--- config.mk ---
export PLATFORM = sky130hd
export DESIGN_NAME = mesi_directory_agent_flat
export DESIGN_NICKNAME = d
export VERILOG_FILES = /design/src/rtl/mesi_directory_agent_if.sv /design/src/rtl/mesi_directory_agent.sv /design/src/flat_wrapper.sv
export SDC_FILE = /design/constraint.sdc
export NUM_CORES = 1
export LEC_CHECK = 0
export BUFFER_PORTS_ARGS = -buffer_cell sky130_fd_sc_hd__clkbuf_2
export CAP_MARGIN = 20
export CORE_UTILIZATION = 31
export DETAILED_ROUTE_END_ITERATION = 7
export GPL_ROUTABILITY_DRIVEN = 0
export GPL_TIMING_DRIVEN = 1
export PLACE_DENSITY = 0.5
export SLEW_MARGIN = 20
export SYNTH_ARGS = -nofsm -noshare
export SYNTH_HDL_FRONTEND = slang
export SYNTH_SLANG_ARGS = --single-unit
--- constraint.sdc ---
create_clock -name clk_i -period 3.09 [get_ports clk_i]
set_clock_uncertainty 0.2 [all_clocks]
set_input_delay 0.927 -clock clk_i [delete_from_list [all_inputs] [get_ports clk_i]]
set_output_delay 0.927 -clock clk_i [all_outputs]
set_load 0.05 [all_outputs]
--- src/rtl/mesi_directory_agent_if.sv ---
// Coherence bus between the two cores and the MESI directory agent.
// slave = the agent, master = the (externally serialised) core side.
interface mesi_directory_agent_if #(
    parameter int unsigned ADDR_W = 4
);
    logic              req_valid;
    logic              req_ready;
    logic              req_core;
    logic [1:0]        req_op;
    logic [ADDR_W-1:0] req_block;

    logic              snp_valid;
    logic              snp_ready;
    logic              snp_core;
    logic              snp_op;
    logic [ADDR_W-1:0] snp_block;
    logic              snp_ack_valid;
    logic              snp_ack_dirty;

    logic              rsp_valid;
    logic              rsp_core;
    logic [ADDR_W-1:0] rsp_block;
    logic [1:0]        rsp_state;
    logic              rsp_wb;

    modport slave (
        input  req_valid, req_core, req_op, req_block,
        output req_ready,
        output snp_valid, snp_core, snp_op, snp_block,
        input  snp_ready, snp_ack_valid, snp_ack_dirty,
        output rsp_valid, rsp_core, rsp_block, rsp_state, rsp_wb
    );

    modport master (
        output req_valid, req_core, req_op, req_block,
        input  req_ready,
        input  snp_valid, snp_core, snp_op, snp_block,
        output snp_ready, snp_ack_valid, snp_ack_dirty,
        input  rsp_valid, rsp_core, rsp_block, rsp_state, rsp_wb
    );
endinterface

--- src/rtl/mesi_directory_agent.sv ---
// Two-core MESI directory: one request at a time, optional snoop of the other
// core, directory written only in the response cycle.
module mesi_directory_agent #(
    parameter int unsigned ADDR_W = 4
) (
    input  logic                   clk_i,
    input  logic                   rst_ni,
    mesi_directory_agent_if.slave  bus,
    output logic                   busy_o
);
    localparam int unsigned NumBlocks = 2 ** ADDR_W;

    localparam logic [1:0] MesiM = 2'b00;
    localparam logic [1:0] MesiE = 2'b01;
    localparam logic [1:0] MesiS = 2'b10;
    localparam logic [1:0] MesiI = 2'b11;

    localparam logic [1:0] OpGets = 2'b00;
    localparam logic [1:0] OpGetm = 2'b01;
    localparam logic [1:0] OpPutm = 2'b10;
    localparam logic [1:0] OpPuts = 2'b11;

    typedef enum logic [2:0] {StIdle, StLookup, StSnoop, StWaitAck, StRespond} state_e;

    state_e state_q, state_d;

    logic              core_q;
    logic [1:0]        op_q;
    logic [ADDR_W-1:0] block_q;
    logic              dirty_q;
    // Indexed [block][core].
    logic [NumBlocks-1:0][1:0][1:0] dir_q;

    logic [1:0] req_st, oth_st, grant, oth_new;
    logic       need_snp, wb_nosnp;

    // Directory is stable from LOOKUP to RESPOND, so the decode holds throughout.
    always_comb begin
        req_st   = dir_q[block_q][core_q];
        oth_st   = dir_q[block_q][~core_q];
        need_snp = 1'b0;
        grant    = MesiI;
        oth_new  = oth_st;
        wb_nosnp = 1'b0;
        case (op_q)
            OpGets: begin
                if (req_st != MesiI) begin
                    grant = req_st;
                end else if (oth_st == MesiM || oth_st == MesiE) begin
                    need_snp = 1'b1;
                    grant    = MesiS;
                    oth_new  = MesiS;
                end else if (oth_st == MesiS) begin
                    grant = MesiS;
                end else begin
                    grant = MesiE;
                end
            end
            OpGetm: begin
                grant = MesiM;
                if (oth_st != MesiI) begin
                    need_snp = 1'b1;
                    oth_new  = MesiI;
                end
            end
            OpPutm: wb_nosnp = (req_st == MesiM);
            OpPuts: wb_nosnp = 1'b0;
            default: grant = MesiI;
        endcase
    end

    always_ff @(posedge clk_i or negedge rst_ni) begin
        if (!rst_ni) begin
            state_q <= StIdle;
        end else begin
            state_q <= state_d;
        end
    end

    always_comb begin
        state_d = state_q;
        case (state_q)
            StIdle:    if (bus.req_valid) state_d = StLookup;
            StLookup:  state_d = need_snp ? StSnoop : StRespond;
            StSnoop:   if (bus.snp_ready) state_d = StWaitAck;
            StWaitAck: if (bus.snp_ack_valid) state_d = StRespond;
            StRespond: state_d = StIdle;
            default:   state_d = StIdle;
        endcase
    end

    always_ff @(posedge clk_i or negedge rst_ni) begin
        if (!rst_ni) begin
            core_q  <= 1'b0;
            op_q    <= 2'b00;
            block_q <= '0;
            dirty_q <= 1'b0;
            for (int b = 0; b < NumBlocks; b++) begin
                dir_q[b] <= {MesiI, MesiI};
            end
        end else begin
            if (state_q == StIdle && bus.req_valid) begin
                core_q  <= bus.req_core;
                op_q    <= bus.req_op;
                block_q <= bus.req_block;
                dirty_q <= 1'b0;
            end
            if (state_q == StWaitAck && bus.snp_ack_valid) begin
                dirty_q <= bus.snp_ack_dirty;
            end
            if (state_q == StRespond) begin
                dir_q[block_q][core_q]  <= grant;
                dir_q[block_q][~core_q] <= oth_new;
            end
        end
    end

    always_comb begin
        bus.req_ready = (state_q == StIdle) && rst_ni;
        busy_o        = (state_q != StIdle);
        bus.snp_valid = 1'b0;
        bus.snp_core  = 1'b0;
        bus.snp_op    = 1'b0;
        bus.snp_block = '0;
        bus.rsp_valid = 1'b0;
        bus.rsp_core  = 1'b0;
        bus.rsp_block = '0;
        bus.rsp_state = 2'b00;
        bus.rsp_wb    = 1'b0;
        if (state_q == StSnoop) begin
            bus.snp_valid = 1'b1;
            bus.snp_core  = ~core_q;
            bus.snp_op    = (op_q == OpGetm);
            bus.snp_block = block_q;
        end
        if (state_q == StRespond) begin
            bus.rsp_valid = 1'b1;
            bus.rsp_core  = core_q;
            bus.rsp_block = block_q;
            bus.rsp_state = grant;
            bus.rsp_wb    = need_snp ? dirty_q : wb_nosnp;
        end
    end
endmodule

--- src/flat_wrapper.sv ---
// flat-port wrapper written by rule: the top's interface ports become plain ports
module mesi_directory_agent_flat 
#(
    parameter int unsigned ADDR_W = 4
)
  (clk_i, rst_ni, busy_o, bus_req_valid, bus_req_core, bus_req_op, bus_req_block, bus_req_ready, bus_snp_valid, bus_snp_core, bus_snp_op, bus_snp_block, bus_snp_ready, bus_snp_ack_valid, bus_snp_ack_dirty, bus_rsp_valid, bus_rsp_core, bus_rsp_block, bus_rsp_state, bus_rsp_wb);
  mesi_directory_agent_if #(.ADDR_W(ADDR_W)) bus_i ();
  input  logic clk_i;
  input  logic rst_ni;
  output logic busy_o;
  input wire logic [$bits(bus_i.req_valid)-1:0] bus_req_valid;
  input wire logic [$bits(bus_i.req_core)-1:0] bus_req_core;
  input wire logic [$bits(bus_i.req_op)-1:0] bus_req_op;
  input wire logic [$bits(bus_i.req_block)-1:0] bus_req_block;
  output wire logic [$bits(bus_i.req_ready)-1:0] bus_req_ready;
  output wire logic [$bits(bus_i.snp_valid)-1:0] bus_snp_valid;
  output wire logic [$bits(bus_i.snp_core)-1:0] bus_snp_core;
  output wire logic [$bits(bus_i.snp_op)-1:0] bus_snp_op;
  output wire logic [$bits(bus_i.snp_block)-1:0] bus_snp_block;
  input wire logic [$bits(bus_i.snp_ready)-1:0] bus_snp_ready;
  input wire logic [$bits(bus_i.snp_ack_valid)-1:0] bus_snp_ack_valid;
  input wire logic [$bits(bus_i.snp_ack_dirty)-1:0] bus_snp_ack_dirty;
  output wire logic [$bits(bus_i.rsp_valid)-1:0] bus_rsp_valid;
  output wire logic [$bits(bus_i.rsp_core)-1:0] bus_rsp_core;
  output wire logic [$bits(bus_i.rsp_block)-1:0] bus_rsp_block;
  output wire logic [$bits(bus_i.rsp_state)-1:0] bus_rsp_state;
  output wire logic [$bits(bus_i.rsp_wb)-1:0] bus_rsp_wb;
  assign bus_i.req_valid = bus_req_valid;
  assign bus_i.req_core = bus_req_core;
  assign bus_i.req_op = bus_req_op;
  assign bus_i.req_block = bus_req_block;
  assign bus_req_ready = bus_i.req_ready;
  assign bus_snp_valid = bus_i.snp_valid;
  assign bus_snp_core = bus_i.snp_core;
  assign bus_snp_op = bus_i.snp_op;
  assign bus_snp_block = bus_i.snp_block;
  assign bus_i.snp_ready = bus_snp_ready;
  assign bus_i.snp_ack_valid = bus_snp_ack_valid;
  assign bus_i.snp_ack_dirty = bus_snp_ack_dirty;
  assign bus_rsp_valid = bus_i.rsp_valid;
  assign bus_rsp_core = bus_i.rsp_core;
  assign bus_rsp_block = bus_i.rsp_block;
  assign bus_rsp_state = bus_i.rsp_state;
  assign bus_rsp_wb = bus_i.rsp_wb;
  mesi_directory_agent #(.ADDR_W(ADDR_W)) u_core (.clk_i(clk_i), .rst_ni(rst_ni), .bus(bus_i), .busy_o(busy_o));
endmodule
==> impl_metrics.yaml <==
cells_and_area:
  n_antenna_cell: 0
  fin_nets: 413
  drive_above_1_share_pct: 63.2
  multi_input_area_mm2: 0.00206
  fin_util_pct: 40.2
  fillers: 1220
  syn_to_final_growth_pct: 24.8
  register_area_mm2: 0.00196
power:
  internal_power_mw: 3.71
  power.share.switching_pct: 39.1
  p_leak_nw: 2.09
  pwr-share-clk_pct: 15.1
  vdd_drop_max_uv: 360
  power.share.sequential_pct: 30.2
  p_sw_mw: 2.38
  combPwrFrac_pct: 54.7
  powerDensity_mw_per_mm2: 1180
timing:
  timing.fmax_ghz: 0.263
  hold_viol_final: 0
  fin_ws_ns: -0.715
  rsz0062_at_grt: "yes"
  post-route-period-util_pct: 123
  setup_tns_ns: -2.09
  drv_slew: 0
  setup_viol: 3
  worst_slew_pin_slew_ns: 0.940
  slew_headroom_pct: 37.4
  final.min_clock_period_ns: 3.81
clocking:
  cts_tree: "done"
  cts.clk_slew.worst_paths_ns: 0.05
  cts_max_path_buffers: 2
  insertion_delay_ns: 0.34
  clock-sinks: 75
  cts-htree-levels: 3
  cts_made_buffers: 9
  root_buffer: "clkbuf_16"
synthesis:
  seq_area_frac_synth_pct: 47.6
  ys.flop_type: "dfstp_2"
  synth_edf_count: 0
  synth_cell_types: 47
  netlist_instances: 331
  synth_seq_cells: 75
  syn-mean-instance-area_um2: 12.4
  synth.cell_area_mm2: 0.00412
  yosysWarnings: 0
  synth_nets: 344
  async_flop_share_pct: 100
detailed_routing:
  ant_nets: 0
  routed_wl_mm: 9.85
  drtIter0Drc: 209
  vias: 2855
  drc: 0
  viasPerCell: 4.97
  first_pass_iters: 4
  wire_per_inst_um: 17.2
global_routing:
  first_global_vias: 2991
  grt_max_degree: 76
  grt_usage_pct: 16.3
  antenna_found_initial: 0
  grt_pass1_wl_mm: 16.2
  grt_overflow: 0
setup_path:
  r2r_start: "u_core.block_q[1]$_DFFE_PN0P_"
  worstPathMaxFanout: 9
  rrSetupSlack_ns: 0.16
  crit_type: "reg2out"
  critPathLaunchType: "flip-flop"
  crit_arrival_ns: 2.68
  crit_path_end_kind: "output pin"
  crit_required_ns: 1.96
  critPathLaunch: "u_core.block_q[1]$_DFFE_PN0P_"
  timing.rr.end: "u_core.dir_q[62]$_DFFE_PN1P_"
  worstRegToRegCells: 11
  crit_path_end: "bus_rsp_state[0]"
floorplan:
  core_mm2: 0.0128
  start_util_pct: 32.2
  io_pins: 31
  std_cell_rows: 41
  die_w_um: 117
  die_h_um: 117
  dieArea_mm2: 0.0137
run_status:
  violations: "setup timing"
  status: "finished, violations left"
flow_run:
  maxCapViolations: 0
placement:
  dp_hpwl_mm: 6.96
  post-place-ws_ns: -0.507
  port_buffers: 30
min_path:
  min_path_type: "reg2reg"
synthesized netlist by cell type, types with 6 or more instances:
library cell	number	share of area (%)
clkbuf_1	7	0.64
mux2_2	55	15
mux4_2	9	4.9
nor3_1	6	0.73
mux4_1	7	4.5
a21oi_2	8	1.7
and2_1	12	1.8
nand2_1	30	2.7
dfstp_2	64	41
nor2_1	23	2.1
inv_1	6	0.55
dfrtp_1	11	6.7
buf_2	6	0.73
nand3_1	8	0.97
nor2b_1	7	1.1
o21ai_0	10	1.2
a21oi_1	7	0.85
registers in the layout (all words and copies together) (netlist names):
register	cells
u_core.dir_q	64
u_core.block_q	4
u_core.dirty_q	1
u_core.core_q	1
u_core.state_q	3
u_core.op_q	2
cell usage in the layout, fill, tap and decap left out, types with 4 or more instances in the layout:
master	instances
o21ai_0	10
a21oi_1	6
clkbuf_16	9
mux2_2	54
nand3_1	8
dfstp_2	64
nor2b_1	6
and2_1	11
buf_12	7
mux2i_1	5
inv_1	6
nor2_1	23
nand2_1	30
a21oi_2	8
buf_4	41
nand2b_1	5
nor3_1	4
mux4_2	13
dfrtp_1	9
clkbuf_2	25
cells by family after synthesis:
| group | count (synthesis) | share of synthesized area [%] |
|---|---|---|
| simple gates | 103 | 12.2 |
| mux | 78 | 26.8 |
| flops | 75 | 47.6 |
| compound gates | 49 | 9.73 |
| buf+inv | 26 | 3.74 |
critical path: stages, from the launching register on:
cell and delay [ns]:
dfrtp_2 0.39, buf_4 0.15, buf_16 0.13, mux4_2 0.51, a22oi_2 0.22, and2_4 0.21
buf_4 0.12, nand3_1 0.07, a31o_2 0.26, a21oi_4 0.14, buf_12 0.15
power groups by stage:
stage | clock (mW) | combinational [mW] | sequential (mW)
final | 0.919 | 3.33 | 1.83
after global routing | 0.999 | 3.59 | 1.89
after CTS | 0.960 | 3.31 | 1.84
after detailed placement | 0 | 3.17 | 1.84
after global placement | 0 | 3.15 | 1.84
after floorplan | 0 | 2.17 | 1.69
how the worst min path moves through the flow:
stage	from	end	slack [ns]	cells after the start
floorplan	u_core.dir_q[55]$_DFFE_PN1P_	u_core.dir_q[55]$_DFFE_PN1P_	0.25	2
finish	u_core.dir_q[63]$_DFFE_PN1P_	u_core.dir_q[63]$_DFFE_PN1P_	0.27	2
global route	u_core.dir_q[63]$_DFFE_PN1P_	u_core.dir_q[63]$_DFFE_PN1P_	0.30	2
global placement	u_core.dir_q[63]$_DFFE_PN1P_	u_core.dir_q[63]$_DFFE_PN1P_	0.26	2
CTS	u_core.dir_q[63]$_DFFE_PN1P_	u_core.dir_q[63]$_DFFE_PN1P_	0.27	2
detailed placement	u_core.dir_q[63]$_DFFE_PN1P_	u_core.dir_q[63]$_DFFE_PN1P_	0.26	2
cell type report:
type	instances	area share, %
inverters	7	0.512
flip-flops and latches	75	38.1
clock buffers	13	4.87
well taps	172	4.19
repair buffers	77	12.2
multi-input cells	230	40.1
what timing repair did:
item,4_1_cts,5_1_grt
endpoints found under the setup margin,3,5
buffers inserted,2,2
gates resized for setup,13,4
hold buffers,0,0
pin swaps,0,2
cloned,1,0
metrics by stage:
stage | hold WS (ns) | power (mW) | cell area, um2 | std cells
2_1_floorplan | 0.252 | 3.87 | 4170 | 331
3_3_place_gp | 0.261 | 4.99 | 4810 | 556
3_5_place_dp | 0.262 | 5.02 | 4810 | 556
4_1_cts | 0.270 | 6.11 | 5120 | 572
5_1_grt | 0.297 | 6.48 | 5140 | 574
6_report | 0.271 | 6.09 | 5140 | 574
layer usage:
metal / track usage (%) / wire, um / up-vias
met3: 4.58 / 494 / 13
met2: 26.7 / 4830 / 80
met5: 0 / 0 / -
li1: - / - / 1347
met4: 7.00 / 184 / 0
met1: 20.2 / 4350 / 1415
Note: power is estimated with default switching activity, not from simulation.
